### src/rtl/fpcvt_pkg.sv
// Shared widths and FSM encoding for the FPCVT arbiter slice.
package fpcvt_pkg;
   localparam int D_W = 12;
   localparam int E_W = 3;
   localparam int F_W = 4;

   localparam logic [E_W-1:0] E_MAX = 3'd7;
   localparam logic [F_W-1:0] F_MAX = 4'd15;

   typedef enum logic [1:0] {
      IDLE = 2'd0,
      CONV = 2'd1,
      HOLD = 2'd2
   } arb_state_e;
endpackage

### src/rtl/fpcvt_arbiter_if.sv
// Request/result handshake bundle between sample sources, the arbiter and the consumer.
interface fpcvt_arbiter_if #(
   parameter int NREQ = 4,
   parameter int IDW  = 2
);
   logic [NREQ-1:0]                 req_valid;
   logic [fpcvt_pkg::D_W*NREQ-1:0]  req_data;
   logic [NREQ-1:0]                 req_ready;
   logic                            out_valid;
   logic                            out_ready;
   logic                            out_s;
   logic [fpcvt_pkg::E_W-1:0]       out_e;
   logic [fpcvt_pkg::F_W-1:0]       out_f;
   logic [IDW-1:0]                  out_id;

   modport master (
      output req_valid, req_data, out_ready,
      input  req_ready, out_valid, out_s, out_e, out_f, out_id
   );

   modport slave (
      input  req_valid, req_data, out_ready,
      output req_ready, out_valid, out_s, out_e, out_f, out_id
   );
endinterface

### src/rtl/fpcvt.sv
// Combinational 12-bit two's-complement to S/E[2:0]/F[3:0] converter.
module fpcvt
   import fpcvt_pkg::*;
(
   input  logic signed [D_W-1:0] d_i,
   output logic                  s_o,
   output logic [E_W-1:0]        e_o,
   output logic [F_W-1:0]        f_o
);

   logic [D_W-1:0] mag;
   logic [E_W-1:0] e_base;
   logic [F_W-1:0] frac;
   logic           rnd;
   logic [F_W:0]   sum;

   always_comb begin
      s_o = d_i[D_W-1];
      // Most negative input has no positive twin; clamp to the largest magnitude.
      if (d_i == {1'b1, {(D_W-1){1'b0}}})
         mag = {1'b0, {(D_W-1){1'b1}}};
      else if (d_i[D_W-1])
         mag = D_W'(-d_i);
      else
         mag = d_i;

      // E = position of leading one minus 3, so F always spans mag[E+3:E].
      e_base = '0;
      for (int b = F_W; b < D_W; b++) begin
         if (mag[b]) e_base = E_W'(b - 3);
      end

      frac = F_W'(mag >> e_base);
      rnd  = (e_base != '0) && mag[E_W'(e_base - 1'b1)];
      sum  = {1'b0, frac} + {{F_W{1'b0}}, rnd};

      e_o = e_base;
      f_o = sum[F_W-1:0];
      if (sum[F_W]) begin
         if (e_base == E_MAX) begin
            e_o = E_MAX;
            f_o = F_MAX;
         end else begin
            e_o = e_base + 1'b1;
            f_o = {1'b1, {(F_W-1){1'b0}}};
         end
      end
   end

endmodule

### src/rtl/fpcvt_arbiter.sv
// Round-robin sharing of a single fpcvt among NREQ requesters with registered operand/result.
// Optional FPCVT_ARB_SAT_CNT_EN adds sat_count, a saturating count of E=7/F=15 results.
module fpcvt_arbiter
   import fpcvt_pkg::*;
#(
   parameter int NREQ = 4,
   parameter int IDW  = $clog2(NREQ)
) (
   input  logic                 clk,
   input  logic                 rst,
   fpcvt_arbiter_if.slave       bus
`ifdef FPCVT_ARB_SAT_CNT_EN
   ,
   output logic [7:0]           sat_count
`endif
);

   arb_state_e             state_q, state_d;
   logic [IDW-1:0]         rr_q, rr_d;
   logic signed [D_W-1:0]  opnd_q, opnd_d;
   logic [IDW-1:0]         gid_q, gid_d;
   logic                   ov_q, ov_d;
   logic                   s_q, s_d;
   logic [E_W-1:0]         e_q, e_d;
   logic [F_W-1:0]         f_q, f_d;
   logic [IDW-1:0]         id_q, id_d;
   logic [NREQ-1:0]        req_ready_c;
   logic [IDW-1:0]         grant;
   logic                   cvt_s;
   logic [E_W-1:0]         cvt_e;
   logic [F_W-1:0]         cvt_f;

   function automatic logic [IDW-1:0] rr_pick(input logic [NREQ-1:0] v,
                                              input logic [IDW-1:0]  ptr);
      logic [IDW-1:0] g;
      logic           hit;
      int             idx;
      g   = ptr;
      hit = 1'b0;
      for (int k = 0; k < NREQ; k++) begin
         idx = (int'(ptr) + k) % NREQ;
         if (!hit && v[idx]) begin
            g   = IDW'(idx);
            hit = 1'b1;
         end
      end
      return g;
   endfunction

   fpcvt u_fpcvt (
      .d_i (opnd_q),
      .s_o (cvt_s),
      .e_o (cvt_e),
      .f_o (cvt_f)
   );

   assign grant = rr_pick(bus.req_valid, rr_q);

   always_comb begin
      state_d     = state_q;
      rr_d        = rr_q;
      opnd_d      = opnd_q;
      gid_d       = gid_q;
      ov_d        = ov_q;
      s_d         = s_q;
      e_d         = e_q;
      f_d         = f_q;
      id_d        = id_q;
      req_ready_c = '0;

      case (state_q)
         IDLE: begin
            // Grant is combinational; gate with rst so no acceptance is signalled while held in reset.
            if (|bus.req_valid && !rst) begin
               req_ready_c = {{(NREQ-1){1'b0}}, 1'b1} << grant;
               opnd_d      = bus.req_data[int'(grant)*D_W +: D_W];
               gid_d       = grant;
               rr_d        = IDW'((int'(grant) + 1) % NREQ);
               state_d     = CONV;
            end
         end
         CONV: begin
            s_d     = cvt_s;
            e_d     = cvt_e;
            f_d     = cvt_f;
            id_d    = gid_q;
            ov_d    = 1'b1;
            state_d = HOLD;
         end
         HOLD: begin
            if (bus.out_ready) begin
               ov_d    = 1'b0;
               state_d = IDLE;
            end
         end
         default: state_d = IDLE;
      endcase
   end

   always_ff @(posedge clk or posedge rst) begin
      if (rst) begin
         state_q <= IDLE;
         rr_q    <= '0;
         opnd_q  <= '0;
         gid_q   <= '0;
         ov_q    <= 1'b0;
         s_q     <= 1'b0;
         e_q     <= '0;
         f_q     <= '0;
         id_q    <= '0;
      end else begin
         state_q <= state_d;
         rr_q    <= rr_d;
         opnd_q  <= opnd_d;
         gid_q   <= gid_d;
         ov_q    <= ov_d;
         s_q     <= s_d;
         e_q     <= e_d;
         f_q     <= f_d;
         id_q    <= id_d;
      end
   end

   assign bus.req_ready = req_ready_c;
   assign bus.out_valid = ov_q;
   assign bus.out_s     = s_q;
   assign bus.out_e     = e_q;
   assign bus.out_f     = f_q;
   assign bus.out_id    = id_q;

`ifdef FPCVT_ARB_SAT_CNT_EN
   logic [7:0] sat_q, sat_d;

   always_comb begin
      sat_d = sat_q;
      if (state_q == CONV && cvt_e == E_MAX && cvt_f == F_MAX && sat_q != 8'hFF)
         sat_d = sat_q + 8'd1;
   end

   always_ff @(posedge clk or posedge rst) begin
      if (rst) sat_q <= '0;
      else     sat_q <= sat_d;
   end

   assign sat_count = sat_q;
`endif

endmodule

### src/flat_wrapper.sv
// flat-port wrapper written by rule: the top's interface ports become plain ports
module fpcvt_arbiter_flat import fpcvt_pkg::*;
#(
   parameter int NREQ = 4,
   parameter int IDW  = $clog2(NREQ)
)
  (clk, rst, bus_req_valid, bus_req_data, bus_out_ready, bus_req_ready, bus_out_valid, bus_out_s, bus_out_e, bus_out_f, bus_out_id);
  fpcvt_arbiter_if #(.NREQ(NREQ), .IDW(IDW)) bus_i ();
  input  logic clk;
  input  logic rst;
  input wire logic [$bits(bus_i.req_valid)-1:0] bus_req_valid;
  input wire logic [$bits(bus_i.req_data)-1:0] bus_req_data;
  input wire logic [$bits(bus_i.out_ready)-1:0] bus_out_ready;
  output wire logic [$bits(bus_i.req_ready)-1:0] bus_req_ready;
  output wire logic [$bits(bus_i.out_valid)-1:0] bus_out_valid;
  output wire logic [$bits(bus_i.out_s)-1:0] bus_out_s;
  output wire logic [$bits(bus_i.out_e)-1:0] bus_out_e;
  output wire logic [$bits(bus_i.out_f)-1:0] bus_out_f;
  output wire logic [$bits(bus_i.out_id)-1:0] bus_out_id;
  assign bus_i.req_valid = bus_req_valid;
  assign bus_i.req_data = bus_req_data;
  assign bus_i.out_ready = bus_out_ready;
  assign bus_req_ready = bus_i.req_ready;
  assign bus_out_valid = bus_i.out_valid;
  assign bus_out_s = bus_i.out_s;
  assign bus_out_e = bus_i.out_e;
  assign bus_out_f = bus_i.out_f;
  assign bus_out_id = bus_i.out_id;
  fpcvt_arbiter #(.NREQ(NREQ), .IDW(IDW)) u_core (.clk(clk), .rst(rst), .bus(bus_i));
endmodule
### config.mk
export PLATFORM = sky130hd
export DESIGN_NAME = fpcvt_arbiter_flat
export DESIGN_NICKNAME = d
export VERILOG_FILES = /design/src/rtl/fpcvt_pkg.sv /design/src/rtl/fpcvt_arbiter_if.sv /design/src/rtl/fpcvt.sv /design/src/rtl/fpcvt_arbiter.sv /design/src/flat_wrapper.sv
export SDC_FILE = /design/constraint.sdc
export NUM_CORES = 1
export LEC_CHECK = 0
export CAP_MARGIN = 25
export CORE_MARGIN = 5
export CORE_UTILIZATION = 30
export DETAILED_ROUTE_END_ITERATION = 6
export SLEW_MARGIN = 20
export SYNTH_ARGS = -nofsm -noshare
export SYNTH_HDL_FRONTEND = slang
export SYNTH_SLANG_ARGS = --single-unit
export TNS_END_PERCENT = 10
### constraint.sdc
create_clock -name clk -period 8.1 [get_ports clk]
set_input_delay 2.025 -clock clk [delete_from_list [all_inputs] [get_ports clk]]
set_output_delay 2.025 -clock clk [all_outputs]
set_load 0.02 [all_outputs]
==> results.yml, run 1 <==
status:
  status: "complete, no violations"
global_route:
  grt_pass1_wl_microns: 13700
  grt_pass1_vias: 2877
  grt_use_total_pct: 14.4
  overflow: 0
  grt_max_degree: 30
  antenna_found_initial: 0
yosys:
  seq_area_frac_synth_pct: 25.8
  syn_inst: 350
  syn-num-nets: 415
  synthXorXnorAreaFrac_pct: 1.24
  avgSynthCellArea_sq_um: 8.04
  synth_top_area_share_pct: 25.8
  syn-cell-area_sq_um: 2820
  yosysTopAreaCell: "dfrtp_1"
  async_flop_share_pct: 100
  synthSimpleGateAreaFrac_pct: 25.2
  synth_top_family_by_area: "compound AO/OA/AOI/OAI gates"
  synth_edf_count: 0
  synth.area.top_cells: "dfrtp_1 (26%), nand2_1 (6.3%), mux2i_1 (6.0%)"
  ys_seq_elements: 29
  synth_warnings: 0
  synthMuxAreaShare_pct: 10.6
  synth_fa_ha_area_share_pct: 4.44
  yosysUniqueCellTypes: 69
  ys.flop_type: "dfrtp_1"
  synth-compound-area-share_pct: 27.0
placed_design:
  dp_hpwl_microns: 6260
  io_buffers: 69
  place.gp.congestion: 0.888
  pre_cts_ws_ns: 1.53
hold_path:
  holdCritPathClass: "flop to flop"
  holdPathStages: 2
timing:
  setup_viol: 0
  final.setup.worst_slack_ns: 1.54
  finalCritPeriodShare_pct: 81.0
  rsz0062_at_grt: "no"
  fin_tns_setup_ns: 0
  max_freq_mhz: 152
  finalHoldViolations: 0
  skew_ns: 0.00559
  slew_violations: 0
  slew_headroom_pct: 49.9
  tightest_slew_ns: 0.750
  period_minus_slack_ns: 6.56
setup_path:
  critPathLaunchType: "input port"
  crit_type: "input port to primary output"
  endpoint_kind: "primary output"
  cp-startpoint: "bus_req_valid[3]"
  cp_data_required_time_ns: 6.08
  reg2reg_to: "u_core.bus.out_e[2]"
  reg2reg_slack_ns: 2.57
  timing.rr.start: "u_core.opnd_q[0]"
  endpoint: "bus_req_ready[2]"
  reg2reg_depth: 20
  critPathMaxFanout: 25
  arrival_ns: 4.53
clocking:
  tritoncts: "built"
  cts_made_buffers: 5
  postCtsHoldBufs: 0
  cts_setup_buffers: 0
  clock_latency_ns: 0.28
  cts_resized: 0
  htreeDepth: 2
  clock-root-buffer: "clkbuf_8"
  clockBufferDepth: 2
  cts_sinks: 29
  path_clk_slew_ns: 0.06
drt:
  ant_nets: 0
  num_vias: 2781
  firstDrtPassIters: 4
  drcViolationCount: 0
  wl_per_cell_microns: 15.1
  routed_wl_microns: 7840
  drt_iter0_markers: 244
  vias_per_cell: 5.35
cells_and_area:
  num-fill-cells: 943
  layout-drive-gt1-share_pct: 13.0
  diodes: 0
  regArea_sq_um: 726
  syn2layout_area_growth_pct: 30.4
  layout.nets: 473
  multi_input_area_sq_um: 1930
floorplan:
  core-area_sq_um: 9200
  die_h_microns: 107
  num_rows: 35
  io-pin-count: 70
  start_util_pct: 30.6
  die_x_microns: 107
  die-area_sq_um: 11400
flow_run:
  drv_cap: 0
pwr:
  cellPowerDensity_nw_per_um2: 451
  power.total_w: 0.00166
  ir_drop_mv: 0.182
  p_leak_nw: 1.45
worst min path at each step:
stage,slack (ns),to,from
5_1_grt,0.52,u_core.bus.out_id[1],u_core.gid_q[1]
3_3_place_gp,0.47,u_core.bus.out_f[2],u_core.bus.out_f[2]
4_1_cts,0.49,u_core.bus.out_id[0],u_core.bus.out_id[0]
2_1_floorplan,0.43,u_core.bus.out_id[0],u_core.gid_q[0]
6_report,0.48,u_core.bus.out_id[0],u_core.bus.out_id[0]
3_5_place_dp,0.46,u_core.bus.out_id[0],u_core.bus.out_id[0]
metal layers:
metal	vias up	GRT usage (%)	part of all wire (%)
li1	1399	-	-
met1	1303	18.7	46
met2	73	24.9	49
met3	6	2.53	3.8
met4	0	3.29	0.80
met5	-	0	0
synth_stat cells, types with 2 or more instances:
cell type   n
and2_1      7
nor4b_1     2
or2_2       4
nor2b_1     9
dfrtp_1    29
a21oi_1    24
a211oi_2    2
nor3_1      5
xnor2_1     4
a311oi_1    5
mux2_2     10
nand3_1     9
o211ai_1    5
o311a_1     3
ha_1       10
o31a_1      4
nor2_1     26
inv_1      14
buf_6       3
nand2_1    47
a21oi_2     2
o21ai_0    24
nor2_2      2
nand3b_1    4
a31oi_1     2
o21ai_1     3
nor4_2      2
o22ai_1     3
mux2i_1    17
nor4_1      4
clkbuf_1   17
and3_1      3
nand2b_1    2
a211oi_1    7
nand4_1     2
worst max-delay path, cell delays in order:
cell             delay, ns
clkdlybuf4s50_1       0.58
nor2b_1               0.10
o21ai_0               0.17
o221a_2               0.52
inv_1                 0.21
ha_1                  0.24
and2_1                0.14
clkdlybuf4s50_1       0.53
registers in the layout (all words and copies together) (netlist names):
name / flops
u_core.opnd_q: 12
u_core.bus.out_f: 4
u_core.bus.out_e: 3
u_core.bus.out_id: 2
u_core.gid_q: 2
u_core.rr_q: 2
u_core.state_q: 2
u_core.bus.out_s: 1
u_core.bus.out_valid: 1
layout by cell type, fill, tap and decap left out, drive strengths merged, types with 5 or more instances in the layout:
cell	netlist	layout
a211oi	9	9
a21oi	26	26
a311oi	5	5
and2	7	7
clkbuf	17	8
clkdlybuf4s50	0	69
dfrtp	29	29
ha	10	10
inv	16	16
mux2	11	11
mux2i	17	17
nand2	48	48
nand3	9	9
nor2	29	29
nor2b	9	9
nor3	5	5
nor4	6	6
o211ai	5	5
o21ai	27	27
through the flow:
step	std cells	hold WS, ns	util (%)	area [sq um]
after CTS	519	0.485	39.9	3670
after global placement	511	0.471	38.8	3560
after global routing	520	0.523	39.9	3670
after detailed placement	511	0.464	38.8	3560
after floorplan	350	0.435	-	2820
final	520	0.479	39.9	3670
cell type report:
class	count	share of cell area, %
tap	111	3.78
clock buffer	7	2.62
multi-input combinational	284	52.6
clock inverter	1	0.136
inverter	16	1.70
timing repair buffer	72	19.4
sequential	29	19.8
power by group:
group / switching, W / internal, W
Combinational: 0.000707 / 0.000497
Sequential: 0.000105 / 0.000215
Clock: 0.0000553 / 0.0000767
Total: 0.000867 / 0.000789
cells by family after synthesis:
group / Yosys count
compound gates: 105
buf+inv: 37
flops: 29
simple gates: 137
fa+ha+maj: 10
xor+xnor: 4
mux: 28
No activity file was read; power rests on OpenSTA's default activity.
==> run 2: changes to the inputs <==
==> constraint.sdc (replaced) <==
create_clock -name clk -period 5.5 [get_ports clk]
set_input_delay 1.375 -clock clk [delete_from_list [all_inputs] [get_ports clk]]
set_output_delay 1.375 -clock clk [all_outputs]
set_load 0.02 [all_outputs]
==> run 2 against run 1 <==
Clock-buffer cell count did not move. Global-route usage is 0.38 points lower. Register-to-register slack worse by 2.0 ns. Die area unchanged. Critical path depth increased by 12. Worst hold slack gained 0.0054 ns. Clock skew increased by 0.0031 ns. Setup slack worse by 1.0 ns. First-iteration DRC count down 9.0%. Final cell count is 0.77% higher. Non-clock buffer count increased by 4. Wire length fell by 0.73%.
==> results.yml, run 2 (synthesis results as in run 1) <==
clocking:
  clock_latency_ns: 0.27
  cts_setup_buffers: 0
  postCtsHoldBufs: 0
  htreeDepth: 2
  clock-root-buffer: "clkbuf_8"
  cts_made_buffers: 5
  tritoncts: "built"
  cts_sinks: 29
  clockBufferDepth: 2
  path_clk_slew_ns: 0.07
setup_path:
  path_common_cell: "ha_1"
  critPathLaunchType: "flop"
  critPathMaxFanout: 8
  critPathMaxStageDelay_ns: 0.53
  cp_data_required_time_ns: 5.70
  endpoint: "u_core.bus.out_e[2]"
  crit_type: "flop to flop"
  timing.rr.start: "u_core.opnd_q[0]"
  reg2reg_depth: 20
  reg2reg_to: "u_core.bus.out_e[2]"
  cp-startpoint: "u_core.opnd_q[0]"
  arrival_ns: 5.18
  endpoint_kind: "flop"
  reg2reg_slack_ns: 0.52
  crit_chain: "inv_1, ha_1, or3b_2, o311a_1, nor2_2, o32ai_2, a21oi_2, nand2_1, inv_2, ha_1, nand2_1, o22ai_1, or3_1, a32oi_1, ha_1, ha_1, inv_1, nor4_4, a21oi_1, a21oi_1"
  slowest_stage: "or3b_2"
timing:
  fin_tns_setup_ns: 0
  finalHoldViolations: 0
  slew_violations: 0
  max_freq_mhz: 201
  finalCritPeriodShare_pct: 90.5
  tightest_slew_ns: 0.632
  rsz0062_at_grt: "no"
  setup_viol: 0
  slew_headroom_pct: 57.8
  skew_ns: 0.00870
  period_minus_slack_ns: 4.98
cells_and_area:
  layout-drive-gt1-share_pct: 14.3
  layout.nets: 477
  design_area_sq_um: 3720
  syn2layout_area_growth_pct: 32.1
  final_common_cell: "clkdlybuf4s50_1"
  final_cell_mix: "clkdlybuf4s50_1 (69), nand2_1 (47), dfrtp_1 (28)"
  num-fill-cells: 938
  regMostFlops: "u_core.opnd_q"
  largest_reg_flops: 12
  diodes: 0
placed_design:
  placement.cell_area_sq_um: 3600
  io_buffers: 69
  dp_hpwl_microns: 6240
  place.gp.congestion: 0.855
drt:
  num_vias: 2839
  wl_per_cell_microns: 14.9
  drcViolationCount: 0
  ant_nets: 0
  firstDrtPassIters: 4
  vias_per_cell: 5.42
  drt_iter0_markers: 222
  routed_wl_microns: 7780
global_route:
  grt_max_degree: 30
  grt_pass1_wl_microns: 13500
  grt_pass1_vias: 2842
  antenna_found_initial: 0
  grt_use_total_pct: 14.0
  overflow: 0
hold_path:
  holdCritPathClass: "flop to flop"
floorplan:
  die_x_microns: 107
  start_util_pct: 30.6
  core-area_sq_um: 9200
  die_h_microns: 107
  num_rows: 35
  io-pin-count: 70
  die-area_sq_um: 11400
pwr:
  cellPowerDensity_nw_per_um2: 658
  ir_drop_mv: 0.291
  p_leak_nw: 1.47
flow_run:
  drv_cap: 0
status:
  status: "complete, no violations"
## run 2: per-stage QoR
| step | hold WS (ns) | setup slack [ns] | total power [W] | util (%) | instances |
|---|---|---|---|---|---|
| after detailed placement | 0.462 | 0.464 | 0.00222 | 39.2 | 516 |
| after global placement | 0.470 | 0.609 | 0.00223 | 39.2 | 516 |
| after floorplan | 0.435 | 0.996 | 0.00178 | - | 350 |
| final | 0.484 | 0.522 | 0.00245 | 40.4 | 524 |
| after global routing | 0.530 | 0.112 | 0.00270 | 40.4 | 524 |
| after CTS | 0.491 | 0.454 | 0.00242 | 40.3 | 524 |
## run 2: layout make-up
cell class	instances	area [sq um]	share of cell area [%]
Multi-Input combinational cell	284	1950	52.3
Clock buffer	7	96.3	2.59
Clock inverter	1	5.00	0.135
Timing Repair Buffer	76	743	20.0
Tap cell	111	139	3.73
Inverter	16	62.6	1.68
Sequential cell	29	727	19.5
## run 2: worst max-delay path, delay by kind of cell (launching register included)
kind	cells	cell delay (ns)
AND/OR/NAND/NOR	6	1.80
buffers and inverters	3	0.40
flip-flops	1	0.40
AO/OA/AOI/OAI	7	1.35
adder cells (fa/ha/maj)	4	0.96
## run 2: worst min path at each step
stage,from,to,depth (start not counted)
2_1_floorplan,u_core.gid_q[0],u_core.bus.out_id[0],2
3_3_place_gp,u_core.bus.out_id[1],u_core.bus.out_id[1],2
3_5_place_dp,u_core.bus.out_id[0],u_core.bus.out_id[0],2
4_1_cts,u_core.bus.out_id[0],u_core.bus.out_id[0],2
5_1_grt,u_core.bus.out_f[2],u_core.bus.out_f[2],2
6_report,u_core.gid_q[0],u_core.bus.out_id[0],2
## run 2: repair_timing
item / CTS / global route
resized for setup: 0 / 3
endpoints found under the hold margin: 0 / 0
setup endpoints to repair: 0 / 5
## run 2: routing by layer
layer	part of all wire (%)	up-vias	wire, microns	track usage (%)
li1	-	1412	-	-
met1	45	1335	3480	18.3
met2	49	80	3790	23.6
met3	5.2	12	402	2.89
met4	1.3	0	103	3.56
met5	0	-	0	0
## run 2: power breakdown
| group | total (W) | leakage, nW | switching, W | internal (W) |
|---|---|---|---|---|
| logic | 0.00178 | 1.07 | 0.00104 | 0.000747 |
| registers | 0.000472 | 0.340 | 0.000154 | 0.000318 |
| clock network | 0.000192 | 0.0542 | 0.0000793 | 0.000113 |
==> run 3: changes to the inputs <==
--- a/config.mk
+++ b/config.mk
@@ -5,7 +5,6 @@
 export SDC_FILE = /design/constraint.sdc
 export NUM_CORES = 1
 export LEC_CHECK = 0
-export CAP_MARGIN = 25
 export CORE_MARGIN = 5
 export CORE_UTILIZATION = 30
 export DETAILED_ROUTE_END_ITERATION = 6
==> constraint.sdc (replaced) <==
create_clock -name clk -period 6.3 [get_ports clk]
set_input_delay 1.575 -clock clk [delete_from_list [all_inputs] [get_ports clk]]
set_output_delay 1.575 -clock clk [all_outputs]
set_load 0.02 [all_outputs]
==> run 3 against run 2 <==
Sequential cell count unchanged. Highest routed layer unchanged. Combinational power decreased by 14%. Non-clock buffer count decreased by 4.
==> results.yml, run 3 (synthesis results as in run 1) <==
status:
  status: "complete, no violations"
cells_and_area:
  diodes: 0
  final_cell_mix: "clkdlybuf4s50_1 (69), nand2_1 (47), dfrtp_1 (29)"
  layout-drive-gt1-share_pct: 13.0
  fin_util_pct: 39.9
  layout.nets: 473
  regMostFlops: "u_core.opnd_q"
  syn2layout_area_growth_pct: 30.5
  largest_reg_flops: 12
  final_common_cell: "clkdlybuf4s50_1"
  num-fill-cells: 945
hold_path:
  holdPathStages: 2
  holdCritPathClass: "flop to flop"
  worstHoldStart: "u_core.bus.out_f[2]"
floorplan:
  start_util_pct: 30.6
  die-area_sq_um: 11400
  io-pin-count: 70
  die_h_microns: 107
  num_rows: 35
  die_x_microns: 107
  core-area_sq_um: 9200
flow_run:
  drv_cap: 0
timing:
  slew_violations: 0
  skew_ns: 0.00582
  fin_tns_setup_ns: 0
  finalCritPeriodShare_pct: 89.3
  rsz0062_at_grt: "no"
  period_minus_slack_ns: 5.62
  finalHoldViolations: 0
  max_freq_mhz: 178
  setup_viol: 0
  slew_headroom_pct: 55.2
  tightest_slew_ns: 0.671
global_route:
  grt_pass1_vias: 2773
  grt_max_degree: 30
  overflow: 0
  grt_use_total_pct: 14.2
  grt_pass1_wl_microns: 13400
  antenna_found_initial: 0
drt:
  num_vias: 2789
  drt_iter0_markers: 141
  wl_per_cell_microns: 15.1
  ant_nets: 0
  vias_per_cell: 5.36
  routed_wl_microns: 7870
  drcViolationCount: 0
  firstDrtPassIters: 4
setup_path:
  cp_data_required_time_ns: 4.72
  crit_type: "input port to primary output"
  reg2reg_depth: 20
  critPathMaxFanout: 25
  cp-startpoint: "bus_req_valid[3]"
  timing.rr.start: "u_core.opnd_q[0]"
  arrival_ns: 4.05
  critPathLaunchType: "input port"
  endpoint_kind: "primary output"
clocking:
  cts_made_buffers: 5
  cts_resized: 0
  postCtsHoldBufs: 0
  tritoncts: "built"
  clockBufferDepth: 2
  clock-root-buffer: "clkbuf_8"
  path_clk_slew_ns: 0.07
  clock_latency_ns: 0.28
  htreeDepth: 2
  cts_sinks: 29
  cts_setup_buffers: 0
pwr:
  p_leak_nw: 1.45
  cellPowerDensity_nw_per_um2: 575
  ir_drop_mv: 0.246
  power.total_w: 0.00211
placed_design:
  io_buffers: 69
  dp_hpwl_microns: 6320
  place.gp.congestion: 0.889
[run 3: cell types whose count changed in the layout (fill, tap and decap cells not counted)]
cell / delta
dfrtp_2: -1
a211oi_1: +1
nor4_4: -1
a211oi_2: -1
buf_4: -4
dfrtp_1: +1
nor4_2: +1
[run 3: path summary, 6_finish.rpt]
check	endpoint	slack, ns
min	u_core.bus.out_f[2]	0.48
max reg2reg	u_core.bus.out_e[2]	0.79
min reg2reg	u_core.bus.out_f[2]	0.48
min in group asynchronous	u_core.bus.out_valid	1.75
max in group asynchronous	u_core.opnd_q[9]	4.14
max	bus_req_ready[0]	0.68
[run 3: worst max-delay path, cell delays in order]
cell and delay, ns:
clkdlybuf4s50_1 0.58, nor2b_1 0.10, o21ai_0 0.17, o221a_2 0.51
inv_1 0.20, ha_1 0.24, and2_1 0.13, clkdlybuf4s50_1 0.54
[run 3: per-layer routing]
layer / vias up / wire length, microns / global-route usage [%] / share of wire [%]
met1: 1310 / 3540 / 18.4 / 45
met2: 62 / 3900 / 24.1 / 50
met4: 0 / 144 / 4.20 / 1.8
met3: 17 / 287 / 2.29 / 3.6
met5: - / 0 / 0 / 0
li1: 1400 / - / - / -
[run 3: metrics by stage]
step / area [sq um] / setup WS [ns] / hold WS, ns / instances
2_1_floorplan: 2820 / 1.43 / 0.435 / 350
3_3_place_gp: 3570 / 0.773 / 0.475 / 512
3_5_place_dp: 3570 / 0.679 / 0.467 / 512
4_1_cts: 3670 / 0.668 / 0.488 / 520
5_1_grt: 3670 / 0.402 / 0.500 / 520
6_report: 3670 / 0.676 / 0.485 / 520
[run 3: final cells by class]
type                    instances  area (sq um)  share of cell area, %
repair buffers                 72           713                   19.4
well taps                     111           139                   3.78
flip-flops and latches         29           726                   19.8
clock buffers                   7          96.3                   2.62
multi-input cells             284          1930                   52.6
clock inverters                 1          5.00                  0.136
inverters                      16          62.6                   1.70
[run 3: report_power, final]
group	switching [W]	internal [W]	total [W]
Combinational	0.000896	0.000636	0.00153
Clock	0.0000731	0.0000986	0.000172
Sequential	0.000132	0.000277	0.000409
